<file path="config.mk">
export PLATFORM = sky130hd
export DESIGN_NAME = des_feistel_round
export DESIGN_NICKNAME = d
export VERILOG_FILES = /design/src/rtl/des_feistel_round.sv
export SDC_FILE = /design/constraint.sdc
export NUM_CORES = 1
export LEC_CHECK = 0
export CAP_MARGIN = 30
export CORE_MARGIN = 10
export CORE_UTILIZATION = 50
export CTS_CLUSTER_DIAMETER = 50
export DETAILED_ROUTE_END_ITERATION = 16
export PLACE_DENSITY = 0.77
export SLEW_MARGIN = 5
export SYNTH_ARGS = -nofsm -noshare
export SYNTH_HDL_FRONTEND = slang
export SYNTH_SLANG_ARGS = --single-unit
</file>
<file path="constraint.sdc">
create_clock -name clk -period 2.55 [get_ports clk]
set_input_delay 0.3825 -clock clk [delete_from_list [all_inputs] [get_ports clk]]
set_output_delay 0.3825 -clock clk [all_outputs]
set_load 0.05 [all_outputs]
</file>
<file path="src/rtl/des_feistel_round.sv">
// One DES Feistel round as a two-stage valid/ready pipeline:
// stage 1 registers E(R)^K, stage 2 registers the S-box/P result XOR L with the half swap.

module des_sbox #(
    parameter logic [255:0] TABLE = 256'h0
) (
    input  logic [5:0] din,
    output logic [3:0] dout
);
    logic [5:0] idx_s;

    // Row is the outer bit pair, column the inner four bits; entry 0 sits at the table MSB.
    always_comb begin
        idx_s = {din[5], din[0], din[4:1]};
        dout  = TABLE[8'd255 - {idx_s, 2'b00} -: 4];
    end
endmodule

module des_feistel_round #(
    parameter bit NO_SWAP = 1'b0
) (
    input  logic        clk,
    input  logic        n_rst,
    input  logic        in_valid,
    output logic        in_ready,
    input  logic [31:0] l_in,
    input  logic [31:0] r_in,
    input  logic [47:0] subkey,
    output logic        out_valid,
    input  logic        out_ready,
    output logic [31:0] l_out,
    output logic [31:0] r_out
);
    localparam logic [255:0] SBOX_TBL [8] = '{
        256'he4d12fb83a6c5907_0f74e2d1a6cb9538_41e8d62bfc973a50_fc8249175b3ea06d,
        256'hf18e6b34972dc05a_3d47f28ec01a69b5_0e7ba4d158c6932f_d8a13f42b67c05e9,
        256'ha09e63f51dc7b428_d709346a285ecbf1_d6498f30b12c5ae7_1ad069874fe3b52c,
        256'h7de3069a1285bc4f_d8b56f03472c1ae9_a690cb7df13e5284_3f06a1d8945bc72e,
        256'h2c417ab6853fd0e9_eb2c47d150fa3986_421bad78f9c5630e_b8c71e2d6f09a453,
        256'hc1af92680d34e75b_af427c9561de0b38_9ef528c3704a1db6_432c95fabe17608d,
        256'h4b2ef08d3c975a61_d0b7491ae35c2f86_14bdc37eaf680592_6bd814a7950fe23c,
        256'hd2846fb1a93e50c7_1fd8a374c56b0e92_7b419ce206adf358_21e74a8dfc90356b
    };

    logic        s1_valid_r;
    logic [47:0] s1_x_r;
    logic [31:0] s1_l_r;
    logic [31:0] s1_r_r;
    logic        out_valid_r;
    logic [31:0] l_out_r;
    logic [31:0] r_out_r;
    logic        s2_adv_s;
    logic [47:0] e_s;
    logic [31:0] f_pre_s;
    logic [31:0] f_s;
    logic [31:0] lf_s;

    for (genvar g = 0; g < 8; g++) begin : g_sbox
        des_sbox #(.TABLE(SBOX_TBL[g])) u_sbox (
            .din  (s1_x_r[47-6*g -: 6]),
            .dout (f_pre_s[31-4*g -: 4])
        );
    end

    // Ready chain depends only on registered state and out_ready; E and P are pure wiring (DES bit n = [32-n]).
    always_comb begin
        s2_adv_s = ~out_valid_r | out_ready;
        in_ready = ~s1_valid_r | s2_adv_s;
        e_s = {r_in[0], r_in[31:27], r_in[28:23], r_in[24:19], r_in[20:15],
               r_in[16:11], r_in[12:7], r_in[8:3], r_in[4:0], r_in[31]};
        f_s = {f_pre_s[16], f_pre_s[25], f_pre_s[12], f_pre_s[11],
               f_pre_s[3],  f_pre_s[20], f_pre_s[4],  f_pre_s[15],
               f_pre_s[31], f_pre_s[17], f_pre_s[9],  f_pre_s[6],
               f_pre_s[27], f_pre_s[14], f_pre_s[1],  f_pre_s[22],
               f_pre_s[30], f_pre_s[24], f_pre_s[8],  f_pre_s[18],
               f_pre_s[0],  f_pre_s[5],  f_pre_s[29], f_pre_s[23],
               f_pre_s[13], f_pre_s[19], f_pre_s[2],  f_pre_s[26],
               f_pre_s[10], f_pre_s[21], f_pre_s[28], f_pre_s[7]};
        lf_s = s1_l_r ^ f_s;
    end

    // Valid bits of both stages.
    always_ff @(posedge clk or negedge n_rst) begin
        if (!n_rst) begin
            s1_valid_r  <= 1'b0;
            out_valid_r <= 1'b0;
        end else begin
            if (in_ready) begin
                s1_valid_r <= in_valid;
            end
            if (s2_adv_s) begin
                out_valid_r <= s1_valid_r;
            end
        end
    end

    // Stage 1 data: subkey is consumed here and not needed afterwards.
    always_ff @(posedge clk or negedge n_rst) begin
        if (!n_rst) begin
            s1_x_r <= 48'h0;
            s1_l_r <= 32'h0;
            s1_r_r <= 32'h0;
        end else if (in_ready && in_valid) begin
            s1_x_r <= e_s ^ subkey;
            s1_l_r <= l_in;
            s1_r_r <= r_in;
        end
    end

    // Stage 2 data: round 16 skips the half swap.
    always_ff @(posedge clk or negedge n_rst) begin
        if (!n_rst) begin
            l_out_r <= 32'h0;
            r_out_r <= 32'h0;
        end else if (s2_adv_s && s1_valid_r) begin
            l_out_r <= NO_SWAP ? lf_s : s1_r_r;
            r_out_r <= NO_SWAP ? s1_r_r : lf_s;
        end
    end

    assign out_valid = out_valid_r;
    assign l_out     = l_out_r;
    assign r_out     = r_out_r;
endmodule

</file>
# After elaboration in Yosys (flattened, before gate mapping)
# Cells that the tools add are included.
[classes] addsub=8 shift=8 n_bitwise=6 n_reduce_logical=2
[ops] op="$shiftx A259 B9 Y4 const A" n=8
[ops] op="$sub A8 B8 Y8 const A" n=8
[ops] op="$xor A48 B48 Y48" n=1
[ops] op="$xor A32 B32 Y32" n=1
[ops] op="$logic_and A1 B1 Y1" n=2
[ops] op="$not A1 Y1" n=2
[ops] op="$or A1 B1 Y1" n=2
[word_totals] ff_bits=178 in_bits=116 output_inout_bits=66 elab_cells=31

# Longest topological paths before layout
# Gate-level depths: netlist of the first run.
[logic_depth] word_depth=4 mapped_depth=10

# Cells and area by module
# From an unflattened synthesis of the first run, not the netlist that was laid out.
[unflattened] cells_unflattened=1154 hier_area_um2=12985.0
[modules_own_cells] module="des_feistel_round" n_inst=1 cells_each=458 area_per_inst_um2=7763.7
[modules_own_cells] module="des_sbox (g_sbox[5].u_sbox)" n_inst=1 cells_each=107 area_per_inst_um2=750.7
[modules_own_cells] module="des_sbox (g_sbox[0].u_sbox)" n_inst=1 cells_each=90 area_per_inst_um2=713.2
[modules_own_cells] module="des_sbox (g_sbox[4].u_sbox)" n_inst=1 cells_each=84 area_per_inst_um2=693.2
[modules_own_cells] module="des_sbox (g_sbox[7].u_sbox)" n_inst=1 cells_each=94 area_per_inst_um2=668.1
[modules_own_cells] module="des_sbox (g_sbox[2].u_sbox)" n_inst=1 cells_each=81 area_per_inst_um2=616.8
[modules_own_cells] module="des_sbox (g_sbox[6].u_sbox)" n_inst=1 cells_each=83 area_per_inst_um2=609.3
[modules_own_cells] module="des_sbox (g_sbox[1].u_sbox)" n_inst=1 cells_each=84 area_per_inst_um2=589.3
[modules_own_cells] module="des_sbox (g_sbox[3].u_sbox)" n_inst=1 cells_each=73 area_per_inst_um2=580.6

# Worst setup path after synthesis of the first run
# OpenSTA, ideal clock, no wires.
[synth_timing] kind="reg2reg" startpoint="register s1_x_r[20]" endpoint="register r_out_r[24] (netlist: r_out[24])" setup_ns=0.132 t_arrival_ns=2.521 required_time_ns=2.418 slack_ns=-0.103 stages_incl_launch_ff=9 path_buffers=2 synth_period_minus_slack_ns=2.653 cell_sequence="dfrtp_1 clkbuf_1 inv_1 ha_1 clkbuf_1 mux4_2 mux4_2 xnor2_1 o21ai_1"
[synth_between] elab_chain_cells=3
[synth_rtl] element="start: declaration" line="46" text="logic [47:0] s1_x_r;"
[synth_rtl] element="start signal: assignment" line="104" text="s1_x_r <= e_s ^ subkey;"
[synth_rtl] element="$sub A8 B8 Y8" line="15" text="dout = TABLE[8'd255 - {idx_s, 2'b00} -: 4];"
[synth_rtl] element="$shiftx A259 B9 Y4" line="15"
[synth_rtl] element="$xor A32 B32 Y32" line="79" text="lf_s = s1_l_r ^ f_s;"
[synth_rtl] element="end signal: assignment" line="117" text="r_out_r <= NO_SWAP ? s1_r_r : lf_s;"
[synth_rtl] element="end: declaration" line="51" text="logic [31:0] r_out_r;"
# Every way passes these cells.
# A chain may end at the register's enable or synchronous reset.

# Worst setup path after layout of the first run
[layout_timing] startpoint="register s1_x_r[26]" endpoint="register r_out_r[31] (netlist: r_out[31])"
# Same word-level chain as after synthesis.

==> flow_summary.yaml, run 1 <==
synthesis:
  ys_async_sr_fraction_pct: 100
  synth.avg_cell_area_um2: 9.19
  synth_area_leaders: "dfrtp_1, ha_1, mux2_2"
  synth_ff_type: "dfrtp_1"
  synthesis.area_um2: 12000
  synth_cell_types: 71
  syn_nets: 1486
  synthCells: 1308
  ys_seq_area_share_pct: 37.0
  ys_ff_latch: 178
  synth_area_leader_cell: "dfrtp_1"
  synth_edf_count: 0
  synth_top_area_share_pct: 37.0
  yosys_warnings: 0
worst_setup_path:
  crit_top_cell: "inv_1"
  ff2ff_setup_slack_ns: 0.23
  required_ns: 2.84
  critPathSlowestCell: "dfrtp_1"
  endpoint_kind: "register"
  cpPeakStageDelay_ns: 0.47
  crit_chain: "inv_1 -> ha_1 -> inv_1 -> mux4_2 -> mux2i_1 -> o22ai_1 -> xnor2_1 -> o21ai_1"
  startpoint_type: "register"
  critical_path_class: "register to register"
  arrival_ns: 2.61
  critPathMaxFanout: 8
clocking:
  numCtsBuffers: 17
  cts_tree: "built"
  insertion_delay_ns: 0.43
  cts.sinks: 178
  path_clk_slew_ns: 0.07
  clk_path_buf_depth: 2
  clock_tree.root_cell: "clkbuf_16"
  ctsHtreeMaxLevel: 4
sta:
  rsz0062_at_grt: "no"
  setup_violations: 0
  skew_ns: 0.00982
  whs_ns: 0.464
  max_freq_mhz: 432
  slew_viol_final: 0
  max_slew_margin_pct: 47.9
  period_minus_slack_ns: 2.32
  hold_violations: 0
  worst_slew_pin_slew_ns: 0.781
  period_share_pct: 90.8
  setup_tns_ns: 0
global_routing:
  met2_usage_pct: 33.8
  grt_busiest_layer: "met2"
  grt_antenna_before_repair: 1
  grt_pass1_wl_mm: 50.6
  grtUsageMet3_pct: 4.33
  overflow: 0
  grt_util_met1_pct: 25.0
  grt_usage_pct: 19.8
  grt_pass1_vias: 9826
  grt_max_degree: 62
die:
  io_pins: 182
  start_util_pct: 51.1
  dieHeight_um: 175
  die_w_um: 175
  rows: 56
  core_um2: 23500
  dieArea_um2: 30600
power_and_ir_drop:
  power.share.sequential_pct: 32.1
  sw_frac_of_total_pct: 42.0
  power.density_nw_per_um2: 857
  internal_power_uw: 7360
  ir_worst_vdd_mv: 0.498
  comb_power_share_pct: 47.4
  p_clk_share_pct: 20.5
  power.leakage_uw: 0.00640
  p_sw_uw: 5340
route:
  ant_nets: 0
  wl_per_cell_um: 17.3
  vias: 10151
  drtPass1Iterations: 5
  drtIter0Drc: 822
  routed_wl_mm: 30.9
  routed_via_density: 5.67
  drc: 0
finish:
  n_fill_cell: 1989
  syn_to_final_growth_pct: 23.2
  drive_gt1_share_pct: 12.6
  antenna_cells: 0
  finalNetCount: 1637
  final_cell_mix: "nand2_1, clkdlybuf4s50_1, dfrtp_1"
  final_common_cell: "nand2_1"
placement:
  gp_congestion: 0.897
  dp_hpwl_mm: 22.8
  port_buffers: 181
job:
  cap_viol_max_count: 0
run_status:
  status: "finished, final reports clean"
min_path:
  hp-class: "register to register"
[per-stage QoR]
step                setup WS [ns]  power (uW)  cell area (um^2)  std cells  util [%]
floorplan                 0.00149        8250             12000       1308         -
global placement            0.251       10000             14200       1758      60.5
detailed placement          0.196       10200             14200       1758      60.5
CTS                         0.174       12800             14800       1791      62.9
global route               0.0196       13500             14800       1791      62.9
finish                      0.234       12700             14800       1791      62.9
[logic make-up after synthesis]
logic type      after synthesis  share of synthesized area [%]
flops                       178                           37.0
xor+xnor                     96                           6.99
buf+inv                     150                           5.20
simple gates                400                           15.3
mux                         113                           12.3
compound gates              309                           16.6
fa+ha+maj                    62                           6.45
[final cells by class]
class,count,area (um^2),area share [%]
clock buffers,19,443,2.99
clock inverters,13,126,0.853
inverters,50,188,1.27
multi-input cells,980,6960,47.0
flip-flops and latches,178,4460,30.1
well taps,319,399,2.69
repair buffers,232,2250,15.2
[Yosys cell counts (6+ instances only)]
| library cell | instances |
|---|---|
| clkbuf_1 | 46 |
| mux2_2 | 68 |
| nand3_1 | 15 |
| inv_1 | 43 |
| mux2i_1 | 20 |
| xnor2_1 | 45 |
| mux4_2 | 21 |
| nor2b_1 | 22 |
| o221ai_1 | 7 |
| o211ai_1 | 14 |
| a211o_1 | 7 |
| and2_1 | 6 |
| or3b_1 | 6 |
| dfrtp_1 | 178 |
| nand2_1 | 182 |
| o21ai_1 | 36 |
| nor3b_1 | 8 |
| or3_1 | 8 |
| o31ai_1 | 9 |
| a31oi_1 | 15 |
| ha_1 | 62 |
| o22ai_1 | 6 |
| a211oi_1 | 15 |
| nor3_1 | 17 |
| nor2_1 | 82 |
| nand2b_1 | 31 |
| buf_1 | 13 |
| a21oi_1 | 80 |
| o21ai_0 | 48 |
| inv_2 | 7 |
| xor2_1 | 51 |
| buf_2 | 38 |
| o2111ai_1 | 6 |
[registers in the layout, summed over array words and instances (netlist names)]
name and flops:
s1_x_r 48, l_out 32, r_out 32, s1_l_r 32, s1_r_r 32, out_valid 1, s1_valid_r 1
[power groups by stage]
stage          Clock [uW]  Sequential (uW)  Combinational, uW
2_1_floorplan           0             5110               3140
3_3_place_gp            0             4090               5900
3_5_place_dp            0             4120               6040
4_1_cts              2650             4070               6060
5_1_grt              2780             4170               6530
6_report             2600             4070               6020
[timing repair]
action,4_1_cts,5_1_grt
setup buffers,0,0
hold buffers,1,0
gates resized for setup,0,1
endpoints found under the setup margin,0,1
hold endpoints to repair,58,0
[critical path: cells and delay by family (launching register included)]
kind	cells	cell delay (ns)
multiplexers	2	0.65
buffers and inverters	2	0.25
flip-flops	1	0.47
XOR/XNOR	1	0.17
AO/OA/AOI/OAI	2	0.19
adder cells (fa/ha/maj)	1	0.42
[routing by layer]
metal | part of all wire, % | wire length (um)
met4 | 1.5 | 473
met5 | 0.065 | 20
met3 | 4.9 | 1530
met2 | 50 | 15400
met1 | 44 | 13500
[final timing paths]
path / depth (start not counted) / from / endpoint
max in group asynchronous: 3 / n_rst / s1_x_r[25]
worst min register to register: 2 / s1_r_r[7] / l_out[7]
worst max-delay path: 8 / s1_x_r[26] / r_out[31]
min in group asynchronous: 2 / n_rst / r_out[14]
worst max register to register: 8 / s1_x_r[26] / r_out[31]
worst min-delay path: 2 / s1_r_r[7] / l_out[7]
No activity file was read; power rests on OpenSTA's default activity.
==> run 2: changes to the inputs <==
--- a/config.mk
+++ b/config.mk
@@ -9,7 +9,9 @@
 export CORE_MARGIN = 10
 export CORE_UTILIZATION = 50
 export CTS_CLUSTER_DIAMETER = 50
+export CTS_CLUSTER_SIZE = 20
 export DETAILED_ROUTE_END_ITERATION = 16
+export MAX_ROUTING_LAYER = met4
 export PLACE_DENSITY = 0.77
 export SLEW_MARGIN = 5
 export SYNTH_ARGS = -nofsm -noshare
==> flow_summary.yaml, run 2 (synthesized netlist as in run 1, its figures left out) <==
route:
  wl_per_cell_um: 17.6
  vias: 10121
  drc: 0
  ant_nets: 0
  drtIter0Drc: 871
  routed_via_density: 5.64
  routed_wl_mm: 31.5
  drtPass1Iterations: 5
sta:
  setup_tns_ns: 0
  worst_slew_pin_slew_ns: 0.810
  max_freq_mhz: 418
  period_share_pct: 93.8
  rsz0062_at_grt: "no"
  slew_viol_final: 0
  period_minus_slack_ns: 2.39
  hold_violations: 0
  whs_ns: 0.468
  skew_ns: 0.0106
  setup_violations: 0
  max_slew_margin_pct: 46.0
clocking:
  cts.sinks: 178
  insertion_delay_ns: 0.44
  cts_tree: "built"
  path_clk_slew_ns: 0.08
  clock_tree.root_cell: "clkbuf_16"
  ctsHtreeMaxLevel: 4
  numCtsBuffers: 17
  clk_path_buf_depth: 2
power_and_ir_drop:
  p_sw_uw: 5390
  p_clk_share_pct: 21.3
  power.density_nw_per_um2: 865
  sw_frac_of_total_pct: 41.9
  comb_power_share_pct: 47.1
  internal_power_uw: 7490
  power.leakage_uw: 0.00644
  ir_worst_vdd_mv: 0.415
  power_uw: 12900
  power.share.sequential_pct: 31.6
finish:
  final_cell_mix: "nand2_1, clkdlybuf4s50_1, dfrtp_1"
  largest_reg_flops: 48
  regMostFlops: "s1_x_r"
  drive_gt1_share_pct: 12.7
  finalNetCount: 1638
  syn_to_final_growth_pct: 24.0
  n_fill_cell: 1976
  utilization_pct: 63.3
  final_common_cell: "nand2_1"
  layout.cells.non_filler: 1793
global_routing:
  grt_pass1_vias: 9919
  grt_pass1_wl_mm: 51.9
  overflow: 0
  grt_max_degree: 73
  grt_antenna_before_repair: 1
  grt_usage_pct: 21.0
worst_setup_path:
  crit_top_cell: "inv_1"
  critPathMaxFanout: 8
  crit_chain: "inv_1 -> ha_1 -> inv_1 -> mux4_2 -> mux2i_1 -> o22ai_1 -> xnor2_1 -> o21ai_1"
  cpPeakStageDelay_ns: 0.50
  critPathSlowestCell: "dfrtp_1"
  required_ns: 2.86
  endpoint_kind: "register"
  arrival_ns: 2.70
  critical_path_class: "register to register"
  startpoint_type: "register"
die:
  dieArea_um2: 30600
  core_um2: 23500
  start_util_pct: 51.1
  dieHeight_um: 175
  rows: 56
  io_pins: 182
  die_w_um: 175
placement:
  gp_congestion: 0.914
  port_buffers: 181
  dp_hpwl_mm: 23.1
  place_inst: 1759
min_path:
  hp-class: "register to register"
run_status:
  status: "finished, final reports clean"
job:
  cap_viol_max_count: 0
## run 2: changes by cell type in the layout (fill, tap and decap cells not counted), sizes merged
cell and change:
diode +1, bufinv +1, buf +1, clkbuf -1
clkinv -4, clkinvlp +1, inv +3
## run 2: through the flow
stage	cell area [um^2]	setup slack, ns
2_1_floorplan	12000	0.00149
3_3_place_gp	14300	0.267
3_5_place_dp	14300	0.165
4_1_cts	14900	0.105
5_1_grt	14900	0.0386
6_report	14900	0.158
## run 2: layer usage
metal  share of wire (%)  vias to the layer above  routed length [um]  track usage (%)
li1                    -                     4886                   -                -
met1                  44                     4894               13800             26.1
met2                  49                      297               15500             34.2
met3                 5.0                       44                1560             4.05
met4                 1.7                        0                 529             5.76
met5                   0                        -                   0                -
## run 2: timing repair
action                     4_1_cts  5_1_grt
hold buffers                     1        0
hold endpoints to repair        44        0
buffers inserted                 0        0
setup endpoints to repair        0        2
gates resized for setup          0        1
## run 2: power by group through the flow
stage / clock (uW) / sequential [uW] / combinational, uW
floorplan: 0 / 5110 / 3140
global route: 2920 / 4170 / 6570
global placement: 0 / 4080 / 5950
detailed placement: 0 / 4120 / 6070
finish: 2750 / 4070 / 6070
CTS: 2810 / 4060 / 6100
## run 2: final timing paths
check | end | slack, ns | cells after the start | startpoint
worst max-delay path | r_out[31] | 0.16 | 8 | s1_x_r[26]
worst min-delay path | l_out[19] | 0.47 | 2 | s1_r_r[19]
worst max register to register | r_out[31] | 0.16 | 8 | s1_x_r[26]
worst min register to register | l_out[19] | 0.47 | 2 | s1_r_r[19]
max in group asynchronous | s1_x_r[9] | 1.33 | 3 | n_rst
min in group asynchronous | r_out[19] | 0.53 | 2 | n_rst
## run 2: worst max-delay path, delay by kind of cell (launching register included)
family                   cells  cell delay [ns]
AO/OA/AOI/OAI                2             0.19
flip-flops                   1             0.50
adder cells (fa/ha/maj)      1             0.43
buffers and inverters        2             0.29
XOR/XNOR                     1             0.18
multiplexers                 2             0.67
## run 2: final cells by class
type | count | area (um^2) | share of cell area, %
Tap cell | 319 | 399 | 2.68
Clock inverter | 14 | 168 | 1.13
Inverter | 50 | 188 | 1.26
Sequential cell | 178 | 4460 | 29.9
Multi-Input combinational cell | 980 | 6960 | 46.7
Clock buffer | 18 | 439 | 2.95
Timing Repair Buffer | 233 | 2290 | 15.4
Antenna cell | 1 | 2.50 | 0.0168
